[src/rtl/logic_pkg.sv]
// Shared definitions for the binary logic unit and its request arbiter:
// opcode constants and the arbiter FSM state encoding.
package logic_pkg;

  localparam logic [1:0] OP_AND = 2'b00;
  localparam logic [1:0] OP_OR  = 2'b01;
  localparam logic [1:0] OP_XOR = 2'b10;
  localparam logic [1:0] OP_NOT = 2'b11;

  typedef enum logic [1:0] {
    IDLE = 2'd0,
    EXEC = 2'd1,
    RESP = 2'd2
  } state_e;

endpackage

[src/rtl/logic_unit.sv]
// Purely combinational W-bit bitwise logic unit. NOT ignores operand b.
module logic_unit
  import logic_pkg::*;
#(
  parameter int W = 4
) (
  input  logic [1:0]   op,
  input  logic [W-1:0] a,
  input  logic [W-1:0] b,
  output logic [W-1:0] result
);

  // Select the bitwise function named by the opcode.
  always_comb begin
    result = '0;
    case (op)
      OP_AND:  result = a & b;
      OP_OR:   result = a | b;
      OP_XOR:  result = a ^ b;
      OP_NOT:  result = ~a;
      default: result = '0;
    endcase
  end

endmodule

[src/rtl/logic_unit_arbiter.sv]
// Round-robin arbiter sharing one logic_unit between two requesters.
// One operation in flight: IDLE grants, EXEC computes for one cycle,
// RESP holds the tagged result until the consumer accepts it.
module logic_unit_arbiter
  import logic_pkg::*;
#(
  parameter int W     = 4,
  parameter int CNT_W = 8
) (
  input  logic             clk,
  input  logic             rst,
  input  logic [1:0]       req_valid,
  output logic [1:0]       req_ready,
  input  logic [1:0]       req0_op,
  input  logic [1:0]       req1_op,
  input  logic [W-1:0]     req0_a,
  input  logic [W-1:0]     req0_b,
  input  logic [W-1:0]     req1_a,
  input  logic [W-1:0]     req1_b,
  output logic             resp_valid,
  input  logic             resp_ready,
  output logic [W-1:0]     resp_data,
  output logic             resp_id,
  output logic             busy,
  output logic [CNT_W-1:0] ops_done
);

  state_e           state_q, state_d;
  logic             last_grant_q, last_grant_d;
  logic [1:0]       op_q, op_d;
  logic [W-1:0]     a_q, a_d;
  logic [W-1:0]     b_q, b_d;
  logic             id_q, id_d;
  logic             resp_valid_q, resp_valid_d;
  logic [W-1:0]     resp_data_q, resp_data_d;
  logic             resp_id_q, resp_id_d;
  logic [CNT_W-1:0] ops_done_q, ops_done_d;

  logic             winner_s;
  logic [1:0]       grant_s;
  logic             accept_s;
  logic [1:0]       sel_op_s;
  logic [W-1:0]     sel_a_s;
  logic [W-1:0]     sel_b_s;
  logic [W-1:0]     result_s;

  // Pick the arbitration winner; only the IDLE state ever grants.
  always_comb begin
    winner_s = 1'b0;
    grant_s  = 2'b00;
    if (req_valid == 2'b11) begin
      winner_s = ~last_grant_q;
    end else begin
      winner_s = req_valid[1];
    end
    if ((state_q == IDLE) && !rst && (req_valid != 2'b00)) begin
      grant_s = winner_s ? 2'b10 : 2'b01;
    end else begin
      grant_s = 2'b00;
    end
  end

  assign req_ready = grant_s;
  assign accept_s  = |(req_valid & grant_s);

  // Route only the winner's payload so an idle port's inputs never leak through.
  always_comb begin
    sel_op_s = req0_op;
    sel_a_s  = req0_a;
    sel_b_s  = req0_b;
    if (winner_s) begin
      sel_op_s = req1_op;
      sel_a_s  = req1_a;
      sel_b_s  = req1_b;
    end else begin
      sel_op_s = req0_op;
      sel_a_s  = req0_a;
      sel_b_s  = req0_b;
    end
  end

  logic_unit #(
    .W(W)
  ) u_logic_unit (
    .op     (op_q),
    .a      (a_q),
    .b      (b_q),
    .result (result_s)
  );

  // Next-state logic for the IDLE -> EXEC -> RESP sequence.
  always_comb begin
    state_d = state_q;
    case (state_q)
      IDLE: begin
        if (accept_s) begin
          state_d = EXEC;
        end else begin
          state_d = IDLE;
        end
      end
      EXEC: state_d = RESP;
      RESP: begin
        if (resp_ready) begin
          state_d = IDLE;
        end else begin
          state_d = RESP;
        end
      end
      default: state_d = IDLE;
    endcase
  end

  // Next values for the latched request, response registers and counter.
  always_comb begin
    last_grant_d = last_grant_q;
    op_d         = op_q;
    a_d          = a_q;
    b_d          = b_q;
    id_d         = id_q;
    resp_valid_d = resp_valid_q;
    resp_data_d  = resp_data_q;
    resp_id_d    = resp_id_q;
    ops_done_d   = ops_done_q;
    if ((state_q == IDLE) && accept_s) begin
      last_grant_d = winner_s;
      op_d         = sel_op_s;
      a_d          = sel_a_s;
      b_d          = sel_b_s;
      id_d         = winner_s;
    end else if (state_q == EXEC) begin
      resp_data_d  = result_s;
      resp_id_d    = id_q;
      resp_valid_d = 1'b1;
    end else if ((state_q == RESP) && resp_ready) begin
      resp_valid_d = 1'b0;
      ops_done_d   = ops_done_q + CNT_W'(1);
    end else begin
      resp_valid_d = resp_valid_q;
    end
  end

  // State register; last_grant resets to 1 so requester 0 wins the first tie.
  always_ff @(posedge clk or posedge rst) begin
    if (rst) begin
      state_q      <= IDLE;
      last_grant_q <= 1'b1;
    end else begin
      state_q      <= state_d;
      last_grant_q <= last_grant_d;
    end
  end

  // Datapath registers; reset discards any in-flight operation.
  always_ff @(posedge clk or posedge rst) begin
    if (rst) begin
      op_q         <= 2'b00;
      a_q          <= '0;
      b_q          <= '0;
      id_q         <= 1'b0;
      resp_valid_q <= 1'b0;
      resp_data_q  <= '0;
      resp_id_q    <= 1'b0;
      ops_done_q   <= '0;
    end else begin
      op_q         <= op_d;
      a_q          <= a_d;
      b_q          <= b_d;
      id_q         <= id_d;
      resp_valid_q <= resp_valid_d;
      resp_data_q  <= resp_data_d;
      resp_id_q    <= resp_id_d;
      ops_done_q   <= ops_done_d;
    end
  end

  assign resp_valid = resp_valid_q;
  assign resp_data  = resp_data_q;
  assign resp_id    = resp_id_q;
  assign busy       = (state_q != IDLE);
  assign ops_done   = ops_done_q;

endmodule

[config.mk]
export PLATFORM = sky130hd
export DESIGN_NAME = logic_unit_arbiter
export DESIGN_NICKNAME = d
export VERILOG_FILES = /design/src/rtl/logic_pkg.sv /design/src/rtl/logic_unit.sv /design/src/rtl/logic_unit_arbiter.sv
export SDC_FILE = /design/constraint.sdc
export NUM_CORES = 1
export LEC_CHECK = 0
export ABC_CLOCK_PERIOD_IN_PS = 2700
export CAP_MARGIN = 20
export CORE_MARGIN = 2
export CORE_UTILIZATION = 60
export CTS_CLUSTER_SIZE = 25
export DETAILED_ROUTE_END_ITERATION = 8
export DONT_BUFFER_PORTS = 1
export PLACE_DENSITY = 0.76
export SLEW_MARGIN = 40
export SYNTH_ARGS = -nofsm -noshare
export SYNTH_HDL_FRONTEND = slang
export SYNTH_HIERARCHICAL = 1
export SYNTH_SLANG_ARGS = --single-unit
[constraint.sdc]
create_clock -name clk -period 2.7 [get_ports clk]
set_input_delay 0.27 -clock clk [delete_from_list [all_inputs] [get_ports clk]]
set_output_delay 0.27 -clock clk [all_outputs]
set_load 0.02 [all_outputs]
Word-level counts from Yosys, hierarchy flattened:

Index checks and enable logic that the tools add are counted.

* bits of input ports: 25
* logic and storage cells: 51
* register bits after elaboration: 28
* output and inout port bits: 17

* mux-type cells: 12
* reduce and logical (&&, ||, !) cells: 14
* bitwise logic cells: 8
* equal/unequal tests: 6
* add/sub/neg operators: 1

Operators by type and width (count)
* case mux 4 bit (4 select lines): 1
* adder 8 x 1 -> 8 bit, second input constant: 1
* equality test 2 bit, second input constant: 4
* two-way mux 2 bit: 4
* two-way mux 4 bit: 2
* case mux 2 bit (3 select lines): 1
* nonzero test 2 bit: 3
* bitwise AND 4 bit: 1
* equality test 2 x 1 -> 1 bit, second input constant: 2
* logical AND 1 bit: 4
* zero test 2 bit: 2
* two-way mux 1 bit: 4
* inverter 4 bit: 1
* OR 4 bit: 1
* AND reduction 2 bit: 2
* bitwise XOR 4 bit: 1
* inverter 1 bit: 3
* AND reduction 3 bit: 1
* bitwise AND 2 bit: 1
* OR reduction 2 bit: 1
* zero test 1 bit: 1

Depth between registers and ports, before layout:

* word-level depth: 9
* depth in mapped cells: 5

Modules after synthesis:

The synthesis kept the hierarchy.

Modules (own cells, without submodules)
* logic_unit_arbiter: seq. area each 701.9 sq um, instances 1, cells each 107, area an instance 1302.5 sq um
* logic_unit: seq. area each 0.0 sq um, instances 1, cells each 24, area an instance 250.2 sq um

Least setup slack after synthesis:

Ideal clock, no wire load.

* path type: register to output
* start point: register state_q[1]
* end point: output port req_ready[0]
* cell stages (with the launch flop): 4
* path slack: 0.930 ns
* data arrival time: 1.500 ns
* cell sequence: dfrtp_1 > or3_4 > buf_6 > nor3b_1

* word-level cells in the longest chain between the ends: 4

RTL lines
* start: declaration: RTL line logic_unit_arbiter.sv:28 `state_e state_q, state_d;`
* start signal: assignment: RTL line logic_unit_arbiter.sv:149 `state_q <= state_d;`
* zero test 2 bit: RTL line logic_unit_arbiter.sv:56 `if ((state_q == IDLE) && !rst && (req_valid != 2'b00)) begin`
* logical AND 1 bit (2 in series): RTL line logic_unit_arbiter.sv:56
* two-way mux 2 bit: RTL line logic_unit_arbiter.sv:56
* end: declaration: RTL line logic_unit_arbiter.sv:13 `output logic [1:0] req_ready,`

Every way passes these cells.

Worst setup path after layout:

Same ends and word-level chain as after synthesis.

==> metrics.md <==
| Metric | Value |
|---|---|
| Core Box Area | `2450 µm²` |
| Total CTS buffers | `3` |
| Die Height | `54.9 µm` |
| Setup violations, final | `0` |
| Fin. Hold Viols | `0` |
| Via Count | `996` |
| Starting Density | `63.3%` |
| Min Clock Period, post-route | `2.17 ns` |
| Starting DRT DRC Count | `9` |
| Worst Path Max Fanout | `11` |
| WL final | `2650 µm` |
| Final instance area | `1590 µm²` |
| Power density over the cells | `965 nW/µm²` |
| Setup ws final | `0.528 ns` |
| Post-synth cell types | `30` |
| Hold WS | `0.0717 ns` |
| Most frequent cells in the layout | `27 x dfrtp_1, 15 x inv_1, 13 x nand2_1` |
| Max VDD drop | `0.578 mV` |
| Register area share after synthesis | `45.2%` |
| Clk_lat worst skew | `0.33 ns` |
| Crit-path cells | `or3_4 -> nor3b_1` |
| RR Startpoint | `state_q[1]` |
| Final setup TNS | `0 ns` |
| Tcrit/Tclk final | `80.4%` |
| Yosys warning count | `6` |
| Root buf cell | `clkbuf_4` |
| Worst hold path startpoint | `req1_b[2]` |
| Synthesis-stage register bit count | `28` |
| Worst hold path class | `primary input to flip-flop` |
| Final Skew | `0.00535 ns` |
| Final HPWL DP | `2060 µm` |
| Clock tree buffer depth | `2` |
| CP max stage cell | `nor3b_1` |
| Via density | `6.19` |
| Worst path max stage delay | `0.57 ns` |
| Diodes inserted | `0` |
| Met1 Use GR | `26.2%` |
| Synth-to-layout area growth | `2.42%` |
| Post-synthesis cell count | `131` |
| GRT Residual Overflow | `0` |
| Critical path class | `flip-flop to primary output` |
| Post-synth EDFFs | `0` |
| Nets | `166` |
| Clock tree from TritonCTS | `built` |
| Busiest layer in global routing | `met2` |
| Placed cell area | `1550 µm²` |
| GR Util met3 | `3.28%` |
| Crit path DAT | `1.90 ns` |
| Crit end category | `primary output` |
| First-pass GRT wire length | `4260 µm` |
| Wire length per cell | `16.5 µm` |
| Ports | `42` |
| Mapped cell area | `1550 µm²` |
| GP Congestion | `0.728` |
| Drt drc | `0` |
| Setup repair bufs after CTS | `0` |
| Post-synth ARST share | `100%` |
| Data required time of the worst path | `2.43 ns` |
| Max Clock Freq | `460 MHz` |
| Die area | `3010 µm²` |
| Initial antenna violation count | `0` |
| LEAKAGE | `0.762 nW` |
| Cts repair resizes | `0` |
| All-Layer GR Usage | `19.9%` |
| I/O Buffers | `0` |
| Row cnt | `18` |
| Mapped Avg Cell Area | `11.9 µm²` |
| Share of cells above drive strength 1 | `21.4%` |
| Dpl ws | `0.895 ns` |
| Slew Viols, Final | `0` |
| Largest net degree at the start of global routing | `29` |
| # Max-Cap Violations | `0` |
| Detail Route Antenna Nets | `0` |
| RSZ-0062 raised after global routing | `no` |
| Hold Buf Count CTS | `1` |
| Critical Path Source Type | `flip-flop` |
| DIE WIDTH | `54.9 µm` |
| Relative slew slack | `56.4%` |
| Post-synth net total | `165` |
| Total power | `1.53 mW` |
| Slew @ Worst Pin | `0.653 ns` |
| Worst-path clk slew | `0.15 ns` |
| Number of global-route vias before repair | `969` |
| Critical path origin | `state_q[1]` |
| Global Route met2 Usage | `32.7%` |
| Most common cell after layout, fill and taps aside | `dfrtp_1` |
| Htree depth | `1` |
| R2R setup slack | `1.04 ns` |
| Outcome | `finished, final reports clean` |
| DRT Pass-1 Iters | `6` |
| Main synth FF type | `dfrtp_1` |
| Clock sink count | `28` |
-- metrics by stage --
stage | cells | utilization [%]
after floorplan | 131 | -
after global placement | 156 | 63.1
after detailed placement | 156 | 63.1
after CTS | 161 | 64.6
after global routing | 161 | 64.8
final | 161 | 64.8
-- final timing paths --
path / to / depth (start not counted)
max: req_ready[0] / 2
min: b_q[2] / 1
max reg2reg: op_q[0] / 3
min reg2reg: id_q / 1
max in group asynchronous: resp_data[2] / 2
min in group asynchronous: a_q[2] / 2
-- layer usage --
layer	part of all wire, %	routed length [µm]
met1	48	1260
met2	45	1180
met3	6.4	170
met4	1.2	32
met5	0	0
-- cell type report --
class | instances | area (µm²)
inverters | 16 | 60.1
fillers | 199 | 865
well taps | 30 | 37.5
repair buffers | 2 | 17.5
clock buffers | 4 | 26.3
multi-input cells | 81 | 747
flip-flops and latches | 28 | 702
-- critical path: cells and delay by family (launching register included) --
| kind | cells | cell delay (ns) |
|---|---|---|
| simple gates | 2 | 1.08 |
| flops | 1 | 0.49 |
-- power by group --
part | switching [mW] | internal [mW]
sequential | 0.257 | 0.583
clock | 0.122 | 0.0579
combinational | 0.212 | 0.302
-- registers in the layout, summed over array words and instances, names as in the netlist --
| register | flops |
|---|---|
| ops_done | 8 |
| a_q | 4 |
| b_q | 4 |
| resp_data | 4 |
| op_q | 2 |
| state_q | 2 |
| id_q | 1 |
| last_grant_q | 1 |
| resp_id | 1 |
| resp_valid | 1 |
-- kinds of logic after synthesis --
group / count (synthesis) / share of synthesized area (%)
AND/OR/NAND/NOR: 41 / 17.3
flip-flops: 28 / 45.2
buffers and inverters: 22 / 6.93
AO/OA/AOI/OAI: 14 / 8.22
multiplexers: 10 / 11.1
adder cells (fa/ha/maj): 9 / 7.25
XOR/XNOR: 7 / 3.95
-- synthesized netlist by cell type, types with 3 or more instances --
| cell type | number | area, µm² |
|---|---|---|
| xor2_1 | 4 | 35.0 |
| ha_1 | 9 | 113 |
| nand2_1 | 13 | 48.8 |
| buf_6 | 3 | 33.8 |
| mux4_1 | 4 | 105 |
| dfrtp_1 | 27 | 676 |
| xnor2_1 | 3 | 26.3 |
| mux2_2 | 6 | 67.6 |
| inv_1 | 16 | 60.1 |
| nor3_2 | 10 | 100 |
| a221o_1 | 10 | 100 |
| nor3_1 | 3 | 15.0 |
Power figures use the tool's default switching activity.
==> patch 1: new RTL, config.mk and constraints unchanged <==
Encoding of `state_e`: now one-hot (3 bits for 3 states).
--- a/src/rtl/logic_pkg.sv
+++ b/src/rtl/logic_pkg.sv
@@ -9,6 +9,6 @@
 
-  typedef enum logic [1:0] {
-    IDLE = 2'd0,
-    EXEC = 2'd1,
-    RESP = 2'd2
+  typedef enum logic [2:0] {
+    IDLE = 3'b001,
+    EXEC = 3'b010,
+    RESP = 3'b100
   } state_e;
Behaviour: no difference found for any inputs over 10 cycles, from zero or initial values and one cycle with rst high; not proved beyond that.
==> patch 1 against the unedited design <==
- final cell count down 1.2%
- synthesized cell count decreased by 9.2%
- critical path type unchanged
- largest power group unchanged
- total power rose by 8.3%
- area after synthesis increased by 3.5%
- sequential cell count increased by 1
- sequential power shrank 3.0%
- routed wire length rose by 1.3%
- global-route usage grew 0.20 points
- combinational power is 18% higher
- critical endpoint is now req_ready[1]
- design area rose by 7.4%
- setup slack got worse by 360 ps
- first-iteration DRC count rose to 2.7 times the old value
==> patch 1: results (changes against the unedited design) <==
* Status: completed (unchanged)
* Register area share after synthesis at 45.33% (was 45.21%)
* Clk pin slew, worst setup/hold paths at 90 ps (was 150 ps)
* HPWL after DPL at 2019 microns (was 2057 microns)
* Comb power frac at 36.5% (was 33.5%)
* Routed wl met3 at 148 microns (was 170 microns)
* Worst-Margin Slew at 627.4 ps (was 652.8 ps)
* M1 WL at 1111 microns (was 1264 microns)
* Pin count of the biggest net entering global routing at 30 (was 29)
* Initial DRC Count at 24 (was 9)
* WL final at 2683 microns (was 2649 microns)
* First-pass GRT wire length at 4636 microns (was 4264 microns)
* Clock-cell share of area at 3.004% (was 1.652%)
* Multi-input combinational area share at 46.74% (was 46.97%)
* Slowest stage cell, crit path: dfstp_2 (was nor3b_1)
* Pre-CTS setup slack at 447.7 ps (was 895.3 ps)
* Worst vdd ir at 0.7451 mV (was 0.5780 mV)
* Post-Syn Nets at 153 (was 165)
* GRT Total Usage at 20.13% (was 19.93%)
* Switching Fraction at 35.02% (was 38.55%)
* Post-synth top cells: dfrtp_1 (27), mux2_2 (20), inv_1 (14) (was dfrtp_1 (27), inv_1 (16), nand2_1 (13))
* Min-delay src: rst (was req1_b[2])
* Multi-input gates at 73 (was 81)
* Bufs w/o clock at 5 (was 2)
* CP Max Fanout at 12 (was 11)
* Met2 wire len at 1360 microns (was 1181 microns)
* Yosys cell types at 27 (was 30)
* Leakage at 0.8007 nW (was 0.7623 nW)
* Sequential Power Share at 49.0% (was 54.8%)
* Vias in the first global route at 998 (was 969)
* Final nets at 162 (was 166)
* Met2 usage at 31.80% (was 32.74%)
* H-tree Lvls at 2 (was 1)
* Crit path from: state_q[0] (was state_q[1])
* Via count at 942 (was 996)
* Placer Congestion at 0.7638 (was 0.7276)
* Inverter count at 14 (was 16)
[patch 1: per-stage QoR]
stage                     power, mW  cells  hold slack, ps  cell area (sq um)
after floorplan               1.294    119           346.6               1607
after global placement        1.371    150           415.0               1647
after detailed placement      1.441    150           248.3               1647
after CTS                     1.688    159           63.04               1708
after global routing          1.794    159           52.00               1708
final                         1.662    159           78.26               1708
[patch 1: cells by family after synthesis]
| kind of cell | synth area share, % |
|---|---|
| and+or+nand+nor | 8.957 |
| adders and majority gates | 7.009 |
| DFF | 45.33 |
| AOI/OAI and AO/OA | 1.869 |
| xor gates and xnor gates | 3.816 |
| buffers and inverters | 4.985 |
| muxes | 28.04 |
[patch 1: path summary, 6_finish.rpt]
kind,end,slack (ps),cells after the start
max,req_ready[1],170,3
min,state_q[1],80,1
max reg2reg,a_q[3],450,4
min reg2reg,state_q[2],530,1
max in group asynchronous,a_q[0],1850,2
min in group asynchronous,state_q[2],470,2
==> patch 2: new RTL, same flow settings <==
Made on the original files. Change the parameter `CNT_W` from 8 to 10.
--- a/src/rtl/logic_unit_arbiter.sv
+++ b/src/rtl/logic_unit_arbiter.sv
@@ -7,3 +7,3 @@
   parameter int W     = 4,
-  parameter int CNT_W = 8
+  parameter int CNT_W = 10
 ) (
Ports: changed (resized ops_done); port bits go from 42 to 44. The function was not compared with the original's and may differ.
==> patch 2 against the unedited design <==
- fmax rose by 8.9%
- routed wire length rose by 11%
- total power rose by 15%
- sequential share of layout area fell by 0.17 points
- design area rose by 7.6%
- setup slack improved by 180 ps
- sequential cell count rose by 2
- die area rose by 2.0%
- first-iteration DRC count rose to 3.2 times the old value
- area after synthesis rose by 2.2%
==> patch 2: results (changes against the unedited design) <==
* First-pass GRT wire length at 5119 microns (was 4264 microns)
* Hold Path Depth at 2 (was 1)
* Setup Skew at 9.724 ps (was 5.354 ps)
* NetSw at 651.6 uW (was 591.5 uW)
* Post-Syn Nets at 164 (was 165)
* Synth Area in Adders at 7.098% (was 7.252%)
* Hold Buf Count CTS at 2 (was 1)
* HPWL after DPL at 2173 microns (was 2057 microns)
* Min-delay src: req_valid[1] (was req1_b[2])
* Post-Synth XOR/XNOR Area at 4.968% (was 3.948%)
* Reg2reg end: id_q (was op_q[0])
* Met3 usage at 8.197% (was 3.279%)
* Sequential power at 894 uW (was 840 uW)
* CP Max Fanout at 6 (was 11)
* Clk pin slew, worst setup/hold paths at 90 ps (was 150 ps)
* CP arrival at 1720 ps (was 1900 ps)
* Pint at 1.120 mW (was 942.9 uW)
* Met2 wire len at 1426 microns (was 1181 microns)
* Worst-Margin Slew at 642.2 ps (was 652.8 ps)
* M1 WL at 1253 microns (was 1264 microns)
* P_clk at 349 uW (was 180 uW)
* Post-synthesis mux area share at 10.88% (was 11.12%)
* Final worst slack at 705.8 ps (was 528.0 ps)
* Placer Congestion at 0.8019 (was 0.7276)
* GRT Total Usage at 21.07% (was 19.93%)
* Worst Hold End: last_grant_q (was b_q[2])
* Status: completed (unchanged)
* WL/cell at 17.77 microns (was 16.45 microns)
## patch 2: cell types whose count changed in the layout (fill, tap and decap cells not counted), sizes merged, moves of 2 or more
cell,delta
o32ai,+10
a21oi,+2
a2bb2oi,+10
a221o,-10
nor4,+2
a21o,-2
clkinv,+2
dfrtp,+2
nor3,-8
nand2,-10
## patch 2: metrics by stage
stage          std cells  cell area, sq um  utilization [%]
2_1_floorplan        130              1587                -
3_3_place_gp         156              1610            64.41
3_5_place_dp         156              1610            64.41
4_1_cts              166              1708            68.32
5_1_grt              166              1710            68.42
6_report             166              1710            68.42
## patch 2: area by class of cell
class	count	area (sq um)	area share, %
sequential	30	752.0	43.96
inverter	16	60.06	3.511
clock buffer	5	37.54	2.195
multi-input combinational	78	748.2	43.75
tap	30	37.54	2.195
timing repair buffer	4	35.03	2.048
clock inverter	3	40.04	2.341
## patch 2: worst max-delay path, stage by stage, from the launching register on
cell	delay (ps)
dfrtp_1	460
or2_1	350
nor4_2	590
